[config.mk]
export PLATFORM = sky130hd
export DESIGN_NAME = pulse_meas
export DESIGN_NICKNAME = d
export VERILOG_FILES = /design/src/rtl/pulse_meas_pkg.sv /design/src/rtl/pulse_meas_sync.sv /design/src/rtl/pulse_meas.sv
export SDC_FILE = /design/constraint.sdc
export NUM_CORES = 1
export LEC_CHECK = 0
export BUFFER_PORTS_ARGS = -buffer_cell sky130_fd_sc_hd__buf_2
export CAP_MARGIN = 30
export CORE_MARGIN = 2
export CORE_UTILIZATION = 25
export CTS_CLUSTER_DIAMETER = 50
export DETAILED_ROUTE_END_ITERATION = 8
export SYNTH_ARGS = -nofsm -noshare
export SYNTH_HDL_FRONTEND = slang
export SYNTH_HIERARCHICAL = 1
export SYNTH_SLANG_ARGS = --single-unit
export TNS_END_PERCENT = 20
[constraint.sdc]
create_clock -name wb_clk_i -period 4.1 [get_ports wb_clk_i]
set_clock_uncertainty 0.15 [all_clocks]
set_input_delay 0.82 -clock wb_clk_i [delete_from_list [all_inputs] [get_ports wb_clk_i]]
set_output_delay 0.82 -clock wb_clk_i [all_outputs]
set_load 0.01 [all_outputs]
[src/rtl/pulse_meas_pkg.sv]
// Shared types and constants for the pulse measurement block.
// FSM state encoding, logic-analyzer bit map and counter width default.
package pulse_meas_pkg;

    localparam int unsigned CNT_W_DEF = 32;

    typedef enum logic [2:0] {
        ST_IDLE      = 3'd0,
        ST_WAIT_RISE = 3'd1,
        ST_HIGH      = 3'd2,
        ST_LOW       = 3'd3,
        ST_DONE      = 3'd4
    } state_e;

    // Control bits on la_data_in (qualified by la_oenb at the wrapper)
    localparam int unsigned LA_ARM_BIT     = 0;
    localparam int unsigned LA_ABORT_BIT   = 1;
    localparam int unsigned LA_CNT_EN_BIT  = 2;
    localparam int unsigned LA_CNT_CLR_BIT = 3;

    // Readback field offsets on la_data_out
    localparam int unsigned LA_HIGH_W_OFS   = 0;
    localparam int unsigned LA_PERIOD_OFS   = 32;
    localparam int unsigned LA_EDGE_CNT_OFS = 64;
    localparam int unsigned LA_STATUS_OFS   = 96;

endpackage

[src/rtl/pulse_meas_sync.sv]
// Input conditioning: synchronizer, optional glitch filter, rise detector.
// Glitch filter is built only when PULSE_MEAS_GLITCH_FILTER_EN is defined.
module pulse_meas_sync #(
    parameter int unsigned SYNC_STAGES = 2,
    parameter int unsigned FILT_LEN    = 4
) (
    input  logic clk_i,
    input  logic rst_ni,
    input  logic pulse_i,
    output logic lvl_o,
    output logic rise_o
);

    logic [SYNC_STAGES-1:0] sync_q, sync_d;
    logic                   ps;
    logic                   lvl;
    logic                   lvl_dly_q, lvl_dly_d;

    always_comb begin
        sync_d    = {sync_q[SYNC_STAGES-2:0], pulse_i};
        lvl_dly_d = lvl;
    end

    assign ps = sync_q[SYNC_STAGES-1];

    always_ff @(posedge clk_i) begin
        if (!rst_ni) begin
            sync_q    <= '0;
            lvl_dly_q <= 1'b0;
        end else begin
            sync_q    <= sync_d;
            lvl_dly_q <= lvl_dly_d;
        end
    end

`ifdef PULSE_MEAS_GLITCH_FILTER_EN
    localparam int unsigned FC_W = $clog2(FILT_LEN + 1);

    logic            filt_q, filt_d;
    logic [FC_W-1:0] fcnt_q, fcnt_d;

    // Same delay on both edges keeps measured widths exact
    always_comb begin
        filt_d = filt_q;
        fcnt_d = '0;
        if (ps != filt_q) begin
            if (fcnt_q == FC_W'(FILT_LEN - 1)) filt_d = ps;
            else                               fcnt_d = fcnt_q + 1'b1;
        end
    end

    always_ff @(posedge clk_i) begin
        if (!rst_ni) begin
            filt_q <= 1'b0;
            fcnt_q <= '0;
        end else begin
            filt_q <= filt_d;
            fcnt_q <= fcnt_d;
        end
    end

    assign lvl = filt_q;
`else
    logic unused_filt;
    assign unused_filt = ^FILT_LEN;
    assign lvl         = ps;
`endif

    assign lvl_o  = lvl;
    assign rise_o = lvl & ~lvl_dly_q;

endmodule

[src/rtl/pulse_meas.sv]
// Single-shot pulse high-width / period measurement plus free-running edge counter.
// Optional PULSE_MEAS_GLITCH_FILTER_EN adds a FILT_LEN-cycle input filter.
module pulse_meas
    import pulse_meas_pkg::*;
#(
    parameter int unsigned CNT_W       = CNT_W_DEF,
    parameter int unsigned SYNC_STAGES = 2,
    parameter int unsigned FILT_LEN    = 4
) (
    input  logic             wb_clk_i,
    input  logic             wb_rst_ni,
    input  logic             pulse_i,
    input  logic             arm_i,
    input  logic             abort_i,
    input  logic             cnt_en_i,
    input  logic             cnt_clr_i,
    output logic             busy_o,
    output logic             valid_o,
    output logic             ovf_o,
    output logic [CNT_W-1:0] high_w_o,
    output logic [CNT_W-1:0] period_o,
    output logic [CNT_W-1:0] edge_cnt_o
);

    localparam logic [CNT_W-1:0] CNT_MAX = '1;

    logic lvl, rise;

    pulse_meas_sync #(
        .SYNC_STAGES (SYNC_STAGES),
        .FILT_LEN    (FILT_LEN)
    ) u_sync (
        .clk_i   (wb_clk_i),
        .rst_ni  (wb_rst_ni),
        .pulse_i (pulse_i),
        .lvl_o   (lvl),
        .rise_o  (rise)
    );

    state_e           state_q, state_d;
    logic [CNT_W-1:0] hc_q, hc_d, pc_q, pc_d;
    logic [CNT_W-1:0] high_w_q, high_w_d, period_q, period_d, edge_q, edge_d;
    logic             valid_q, valid_d, ovf_q, ovf_d;
    logic [CNT_W-1:0] hc_inc, pc_inc;

    assign hc_inc = hc_q + 1'b1;
    assign pc_inc = pc_q + 1'b1;

    always_comb begin
        state_d  = state_q;
        hc_d     = hc_q;
        pc_d     = pc_q;
        high_w_d = high_w_q;
        period_d = period_q;
        valid_d  = valid_q;
        ovf_d    = ovf_q;
        // abort blocks arm in the same cycle, even from IDLE
        if (abort_i) begin
            if (state_q != ST_IDLE) begin
                state_d = ST_IDLE;
                valid_d = 1'b0;
            end
        end else begin
            case (state_q)
                ST_IDLE, ST_DONE: begin
                    if (arm_i) begin
                        state_d = ST_WAIT_RISE;
                        valid_d = 1'b0;
                        ovf_d   = 1'b0;
                        hc_d    = '0;
                        pc_d    = '0;
                    end
                end
                ST_WAIT_RISE: begin
                    if (rise) begin
                        state_d = ST_HIGH;
                        hc_d    = CNT_W'(1);
                        pc_d    = CNT_W'(1);
                    end
                end
                ST_HIGH: begin
                    if (lvl) begin
                        hc_d = hc_inc;
                        pc_d = pc_inc;
                        if (hc_inc == CNT_MAX || pc_inc == CNT_MAX) begin
                            high_w_d = hc_inc;
                            period_d = pc_inc;
                            ovf_d    = 1'b1;
                            valid_d  = 1'b1;
                            state_d  = ST_DONE;
                        end
                    end else begin
                        high_w_d = hc_q;
                        pc_d     = pc_inc;
                        state_d  = ST_LOW;
                        if (pc_inc == CNT_MAX) begin
                            period_d = pc_inc;
                            ovf_d    = 1'b1;
                            valid_d  = 1'b1;
                            state_d  = ST_DONE;
                        end
                    end
                end
                ST_LOW: begin
                    if (rise) begin
                        period_d = pc_q;
                        valid_d  = 1'b1;
                        state_d  = ST_DONE;
                    end else begin
                        pc_d = pc_inc;
                        if (pc_inc == CNT_MAX) begin
                            period_d = pc_inc;
                            ovf_d    = 1'b1;
                            valid_d  = 1'b1;
                            state_d  = ST_DONE;
                        end
                    end
                end
                default: state_d = ST_IDLE;
            endcase
        end
    end

    always_comb begin
        edge_d = edge_q;
        if (cnt_clr_i)                                edge_d = '0;
        else if (rise && cnt_en_i && edge_q != CNT_MAX) edge_d = edge_q + 1'b1;
    end

    always_ff @(posedge wb_clk_i) begin
        if (!wb_rst_ni) begin
            state_q  <= ST_IDLE;
            hc_q     <= '0;
            pc_q     <= '0;
            high_w_q <= '0;
            period_q <= '0;
            valid_q  <= 1'b0;
            ovf_q    <= 1'b0;
            edge_q   <= '0;
        end else begin
            state_q  <= state_d;
            hc_q     <= hc_d;
            pc_q     <= pc_d;
            high_w_q <= high_w_d;
            period_q <= period_d;
            valid_q  <= valid_d;
            ovf_q    <= ovf_d;
            edge_q   <= edge_d;
        end
    end

    assign busy_o     = (state_q == ST_WAIT_RISE) || (state_q == ST_HIGH) || (state_q == ST_LOW);
    assign valid_o    = valid_q;
    assign ovf_o      = ovf_q;
    assign high_w_o   = high_w_q;
    assign period_o   = period_q;
    assign edge_cnt_o = edge_q;

endmodule

==> reports/results.txt, run 1 <==
The flow ran to the end, and the final reports show no timing, DRC or antenna violations. Counting every sink on the clock net gives 168. Summed over all instances, the cell type with the most area after synthesis is sky130_fd_sc_hd__dfxtp_1. The tools report the count of distinct cell types in the synthesized netlist as 72. Setup slack on the critical path of the routed design comes to 0.270 ns. Summing all placed instances gives a cell area of 11100 µm². The count of input and output buffers is 105, and the initial standard-cell utilization of the core is 25.4%. The synthesized netlist occupies a cell area of 9880 µm².

After synthesis, the cell types taking the most area are sky130_fd_sc_hd__dfxtp_1, sky130_fd_sc_hd__nor2_1, sky130_fd_sc_hd__a21oi_1. The run gives 0 as the final hold violation count. The number of buffers inserted by hold repair at cts was 0. The cell that appears most often on the critical path is sky130_fd_sc_hd__buf_4. After layout, the worst path uses 93.4% of the clock period. The total global-route track usage is 16.2%, and the area share of the largest cell type after synthesis is 34.1%. The clock reaches the later pin of the worst-skew pair after 0.46 ns. Before antenna repair, the detailed router went through 5 iterations. After floorplanning, the core was sized to cover 38800 µm². Counting flops with an async set or reset pin after synthesis yields a share of 0%. The worst-margin pin slew is 0.916 ns. The total power divided by cell area was 297 nW/µm²; the area taken by flip-flops and latches was 3370 µm². After clock tree synthesis, the clock-pin slew on the worst setup and hold paths is 0.08 ns. No sink is reached through more buffers than the 2 on the longest clock path.

After technology mapping, the gate count stands at 1306. The signal on the critical path passes through ha_1 -> and3_1 -> a31o_2 -> nand4_1 -> or4b_1 -> nor4_4 -> a22oi_4 -> buf_4 -> a31oi_4 -> buf_4 -> nand3_1 -> a221oi_1. For this run, the register share of the synthesized area comes to 34.1%. At the worst endpoint, the required time is 4.31 ns. Entering global routing, the biggest net connects 49 pins. From synthesis to final layout, the design area changed by 18.7%. The floorplan step defined a die boundary enclosing 41100 µm².

For this design, the slowest cell found on the critical path is sky130_fd_sc_hd__or4b_1. The worst setup path is launched from a register. The floorplan step set the die height to 203 µm. The number of DRC violations after detailed-routing iteration 0 is 665, and the final number of max-transition violations is 0. The synthesized design contains 168 register bits. Dividing the detail-routed wire length by the instance count gives 17.6 µm. The run gives 4.28 nW as the reported leakage power. The total nets after synthesis was 1318. Derived from the worst setup path, the maximum achievable clock frequency is 261 MHz.

For the peak supply drop, the log shows 300 µV. The element type at the critical path end is a register. The critical path in this run is classified as reg2reg. Among all flip-flop cells after synthesis, the most frequent one is sky130_fd_sc_hd__dfxtp_1. OpenSTA, run right after detailed placement, puts the worst setup slack at 0.200 ns. The overall routed net length is 33.6 mm, and the average cell area after synthesis is 7.56 µm².

The run gives 9487 as the via count of the first global-routing pass. Across the run, the number of max-cap violations was 0. The maximum level of the CTS H-tree is 4, and the relative slew slack is 38.7%. The tools report the number of top-level design ports as 106.

In this run the horizontal extent of the chip is 203 µm. Yosys mapped a number of flops with a built-in enable equal to 0. The family of cells with the greatest summed delay on the critical path was simple AND/OR/NAND/NOR gates.

Worst-path maximum fanout: 9. At the end of routability-driven placement, the weighted congestion stood at 0.920. The accumulated negative setup slack was 0 ns. The final net count was 1393; the share of final-layout standard cells stronger than drive strength 1 was 16.4%.

After legalization and detailed placement, the total HPWL measured 23.9 mm. The kind of path behind the tightest hold check was reg2reg. The number of warnings issued by yosys came out at 6.

The critical path contains buffers and inverters numbering 2 combined. The post-layout minimum cycle time was 3.83 ns. The logs give 4.04 ns for the arrival time of data at the critical path endpoint and 9988 for the total number of vias.

Setup repair after global routing left no endpoint under its margin. The first global-routing pass estimated 53.2 mm of wire. The via density per instance is 5.22, and the final standard cell utilization of the core is 30.2%. The number of setup violations in the final report was 0; the number of antenna violations at the first check in global routing was 2. For this run the aggregate overflow at the end of global routing stands at 0. The area used by multi-input combinational logic was 5960 µm²; the number of nets still failing antenna checks after routing was 0.

Count of antenna diodes in the layout: 0. After filler insertion, the fill cell instance count of the layout stands at 4134. On the worst path, the slowest cell contributes a delay of 0.61 ns. The number of core rows is 72, and the clock buffer count from CTS is 17. Cell at the root of the clock tree: sky130_fd_sc_hd__clkbuf_16. After detailed routing, the number of remaining DRC violations is 0. The finished cells cover 11700 µm². TritonCTS built the clock tree.
placed cells by master (no fill, tap or decap), types with 14 or more instances in the layout:
cell                        instances
sky130_fd_sc_hd__nor2_1           194
sky130_fd_sc_hd__dfxtp_1          166
sky130_fd_sc_hd__nand2_1          115
sky130_fd_sc_hd__buf_2            105
sky130_fd_sc_hd__a21oi_1          103
sky130_fd_sc_hd__o21ai_0           65
sky130_fd_sc_hd__buf_4             57
sky130_fd_sc_hd__nand3_1           50
sky130_fd_sc_hd__nor3_1            43
sky130_fd_sc_hd__a211oi_1          42
sky130_fd_sc_hd__xor2_1            41
sky130_fd_sc_hd__xnor2_1           37
sky130_fd_sc_hd__inv_1             28
sky130_fd_sc_hd__nand4_1           27
sky130_fd_sc_hd__and3_1            27
sky130_fd_sc_hd__or3_1             25
sky130_fd_sc_hd__nor4_1            23
sky130_fd_sc_hd__clkbuf_16         17
sky130_fd_sc_hd__and4_1            16
sky130_fd_sc_hd__and2_1            14
cells in the mapped netlist (all sizes together), types with 13 or more instances:
cell type    n
nor2       194
dfxtp      168
nand2      115
a21oi      105
clkbuf      78
o21ai       65
nand3       50
nor3        43
a211oi      42
xor2        41
xnor2       37
buf         32
nand4       30
inv         29
nor4        28
and3        27
or3         25
and4        16
o221a       16
and2        14
a31oi       13
cells by family (layout without fill, tap and decap cells):
kind of cell | Yosys count | in the layout | synth area share (%)
AOI/OAI and AO/OA | 323 | 323 | 21.7
xor gates and xnor gates | 78 | 78 | 6.92
and+or+nand+nor | 581 | 581 | 29.8
muxes | 11 | 11 | 1.11
DFF | 168 | 168 | 34.1
adders and majority gates | 5 | 5 | 0.633
buffers and inverters | 140 | 228 | 5.79
flip-flops by register name (all words and copies together), names as in the netlist:
name and flops:
edge_cnt_o 32, hc_q 32, high_w_o 32, pc_q 32
period_o 32, state_q 3, u_sync/sync_q 2, ovf_o 1
u_sync/lvl_dly_q 1, valid_o 1
what timing repair did:
action | 4_1_cts | 5_1_grt
endpoints found under the hold margin | 0 | 0
gates resized for setup | 0 | 3
buffers inserted | 0 | 0
setup endpoints to repair | 0 | 32
metrics by stage:
step / std cells / hold slack, ns / total power, mW
after global routing: 1912 / 0.308 / 3.59
final: 1912 / 0.299 / 3.48
after CTS: 1912 / 0.305 / 3.51
after global placement: 1878 / 0.269 / 1.82
after floorplan: 1306 / 0.256 / 1.77
after detailed placement: 1880 / 0.268 / 1.83
cell type report:
class / count / share of cell area, %
multi-input cells: 998 / 50.8
clock buffers: 17 / 3.63
well taps: 518 / 5.53
inverters: 30 / 0.961
clock inverters: 15 / 1.55
repair buffers: 166 / 8.81
flip-flops and latches: 168 / 28.7
layer usage:
metal	routed length [µm]	up-vias	part of all wire, %	global-route usage, %
li1	-	4857	-	-
met1	15400	4746	46	21.9
met2	15000	328	45	25.5
met3	2360	53	7.0	3.39
met4	768	4	2.3	5.66
met5	18	-	0.054	0
report_power, final:
group	total, mW	internal, mW	switching (mW)
combinational	0.151	0.0459	0.106
sequential	1.64	1.63	0.00727
clock	1.68	0.876	0.807
final timing paths:
| path | start | end | slack (ns) | cells after the start |
|---|---|---|---|---|
| setup / recovery | pc_q[1] | period_o[8] | 0.27 | 12 |
| hold / removal | u_sync/sync_q[0] | u_sync/sync_q[1] | 0.30 | 1 |
| setup reg to reg | pc_q[1] | period_o[8] | 0.27 | 12 |
| hold reg to reg | u_sync/sync_q[0] | u_sync/sync_q[1] | 0.30 | 1 |
(Power assumes the default switching activity.)
==> inputs of run 2 (changes only) <==
--- a/config.mk
+++ b/config.mk
@@ -7,6 +7,7 @@
 export LEC_CHECK = 0
 export BUFFER_PORTS_ARGS = -buffer_cell sky130_fd_sc_hd__buf_2
 export CAP_MARGIN = 30
+export CORE_ASPECT_RATIO = 1.5
 export CORE_MARGIN = 2
 export CORE_UTILIZATION = 25
 export CTS_CLUSTER_DIAMETER = 50
==> reports/results.txt, run 2 (synthesis gave the netlist of run 1 again) <==
The kind of path behind the tightest hold check is reg2reg (unchanged). The logs give 784 (was 665) for the number of DRC violations after detailed-routing iteration 0 and 0 (unchanged) for the residual overflow from global routing. The total global-route track usage came out at 16.1% (was 16.2%). For the number of buffers inserted by hold repair at cts, the log shows 0 (unchanged). Die footprint: 41100 µm² (about the same). The cell at the root of the clock tree was sky130_fd_sc_hd__clkbuf_16 (unchanged). The global-route wire length before repair came out at 52.6 mm (was 53.2 mm). Most frequent cells in the layout: sky130_fd_sc_hd__nor2_1, sky130_fd_sc_hd__dfxtp_1, sky130_fd_sc_hd__nand2_1, sky130_fd_sc_hd__buf_2, sky130_fd_sc_hd__a21oi_1 (unchanged). Reported leakage power: 4.27 nW (was 4.28 nW). The final net count was 1388 (was 1393); the worst-path maximum fanout was 17 (was 9). TritonCTS built the clock tree. The initial standard-cell utilization of the core was 25.2% (was 25.4%). The run gives 1857 (was 1880) as the cell total after placement.

The total power divided by cell area came out at 305 nW/µm² (was 297 nW/µm²). The routed wirelength normalized by instance count is 17.9 µm (was 17.6 µm), and the number of top-level design ports is 106 (unchanged). The post-layout total power was 3.56 mW (was 3.48 mW); the max-capacitance violation count was 0 (unchanged).

Clock buffer count from CTS: 17 (unchanged). The critical setup path kind was reg2reg (unchanged). The peak supply drop is 324 µV (was 300 µV), and the filler-free cell count of the finished design is 1890 (was 1912). The via density per instance was 5.31 (was 5.22); the final HPWL from detailed placement was 24.6 mm (was 23.9 mm). The tools report the number of antenna violations at the first check in global routing as 1 (was 2). The total setup buffers inserted after CTS was 0 (unchanged); the required time of the critical path was 4.29 ns (was 4.31 ns).

The run finished with clean final reports. The post-layout minimum cycle time was 3.81 ns (was 3.83 ns). Element type at the critical path end: a register (unchanged).

The area added between synthesis and finish was 18.2% (was 18.7%). The overall die height works out to 247 µm (was 203 µm). The run gives 0 (unchanged) as the post-cts sizing count. Commonest non-fill, non-tap cell in the layout: sky130_fd_sc_hd__nor2_1 (unchanged). The worst reg-to-reg path cell count came out at 10 (was 12). The tools report the area used by multi-input combinational logic as 5960 µm² (about the same).

The launching element type of the critical path was a register (unchanged). The arrival time of data at the critical path endpoint is 4.00 ns (was 4.04 ns). The final number of max-transition violations is 0 (unchanged), and the die width is 166 µm (was 203 µm). The clock insertion delay at the later pin of the skew report was 0.46 ns (about the same); the last weighted congestion value of the routability-driven placer was 0.945 (was 0.920). The number of cells on the worst hold path came out at 1 (unchanged). CTS sink count: 168 (unchanged). The run gives 0 (unchanged) as the final hold violation count. The number of nets still failing antenna checks after routing was 0 (unchanged); the count of input and output buffers was 105 (unchanged). The tools report the overall routed net length as 33.8 mm (was 33.6 mm). The largest net degree at the start of global routing came out at 49 (unchanged).

The hold slack was 0.307 ns (was 0.299 ns). Total number of vias: 10000 (was 9988). The tools report the via count of the first global-routing pass as 9568 (was 9487). The maximum clock rate was 262 MHz (was 261 MHz). Clock-pin slew on the worst setup and hold paths: 0.08 ns (about the same).

For the worst setup timing slack at the placement stage, the log shows 0.260 ns (was 0.200 ns). The layout filler cell count is 4232 (was 4134), and the final routed DRC violation total is 0 (unchanged). The number of core rows came out at 89 (was 72).

The tools report the maximum number of buffers from clock root to sink as 2 (unchanged). The maximum level of the CTS H-tree is 4 (unchanged). The area taken by flip-flops and latches came out at 3360 µm² (was 3370 µm²). The relative slew slack was 34.1% (was 38.7%); the share of final-layout standard cells stronger than drive strength 1 was 15.9% (was 16.4%).

The tools report the slack of the critical path as 0.288 ns (was 0.270 ns). The worst-margin pin slew was 0.981 ns (was 0.916 ns); the number of iterations in the first detailed-routing pass was 6 (was 5). The run gives 39200 µm² (was 38800 µm²) as the core region area. The ratio of final minimum period to clock period was 93.0% (was 93.4%); the number of setup violations in the final report was 0 (unchanged).
## run 2: area by class of cell
type,count,share of cell area [%]
flip-flops and latches,168,28.8
clock buffers,20,4.00
clock inverters,12,1.39
diodes,1,0.0214
repair buffers,161,8.42
inverters,30,0.965
well taps,500,5.36
multi-input cells,998,51.0
## run 2: worst paths after layout
| path | endpoint | start | slack [ns] |
|---|---|---|---|
| worst max-delay path | period_o[30] | hc_q[1] | 0.29 |
| worst min-delay path | u_sync/sync_q[1] | u_sync/sync_q[0] | 0.31 |
| worst max register to register | period_o[30] | hc_q[1] | 0.29 |
| worst min register to register | u_sync/sync_q[1] | u_sync/sync_q[0] | 0.31 |
## run 2: per-layer routing
metal,vias to the layer above,global-route usage [%],share of wire (%)
met1,4742,17.4,40
li1,4863,-,-
met5,-,0,0
met4,0,8.75,4.0
met3,75,3.60,5.9
met2,358,29.1,50
## run 2: critical path: stages (launching register included)
cell and delay, ns:
sky130_fd_sc_hd__dfxtp_1 0.49, sky130_fd_sc_hd__ha_1 0.24, sky130_fd_sc_hd__and4_1 0.33, sky130_fd_sc_hd__nand4_1 0.14, sky130_fd_sc_hd__or3_1 0.36, sky130_fd_sc_hd__a2111oi_0 0.53
sky130_fd_sc_hd__and4_1 0.40, sky130_fd_sc_hd__a22oi_4 0.11, sky130_fd_sc_hd__a31o_2 0.44, sky130_fd_sc_hd__buf_4 0.24, sky130_fd_sc_hd__o221a_1 0.25
## run 2: power by group
group,total (mW),switching (mW),internal (mW)
clock,1.77,0.750,1.02
sequential,1.64,0.00671,1.64
combinational,0.149,0.106,0.0431
total,3.56,0.863,2.70
## run 2: stage by stage
| stage | setup TNS (ns) | utilization [%] | area [µm²] |
|---|---|---|---|
| 2_1_floorplan | 0 | - | 9880 |
| 3_3_place_gp | 0 | 28.2 | 11000 |
| 3_5_place_dp | 0 | 28.2 | 11000 |
| 4_1_cts | 0 | 29.8 | 11700 |
| 5_1_grt | -0.00998 | 29.8 | 11700 |
| 6_report | 0 | 29.8 | 11700 |
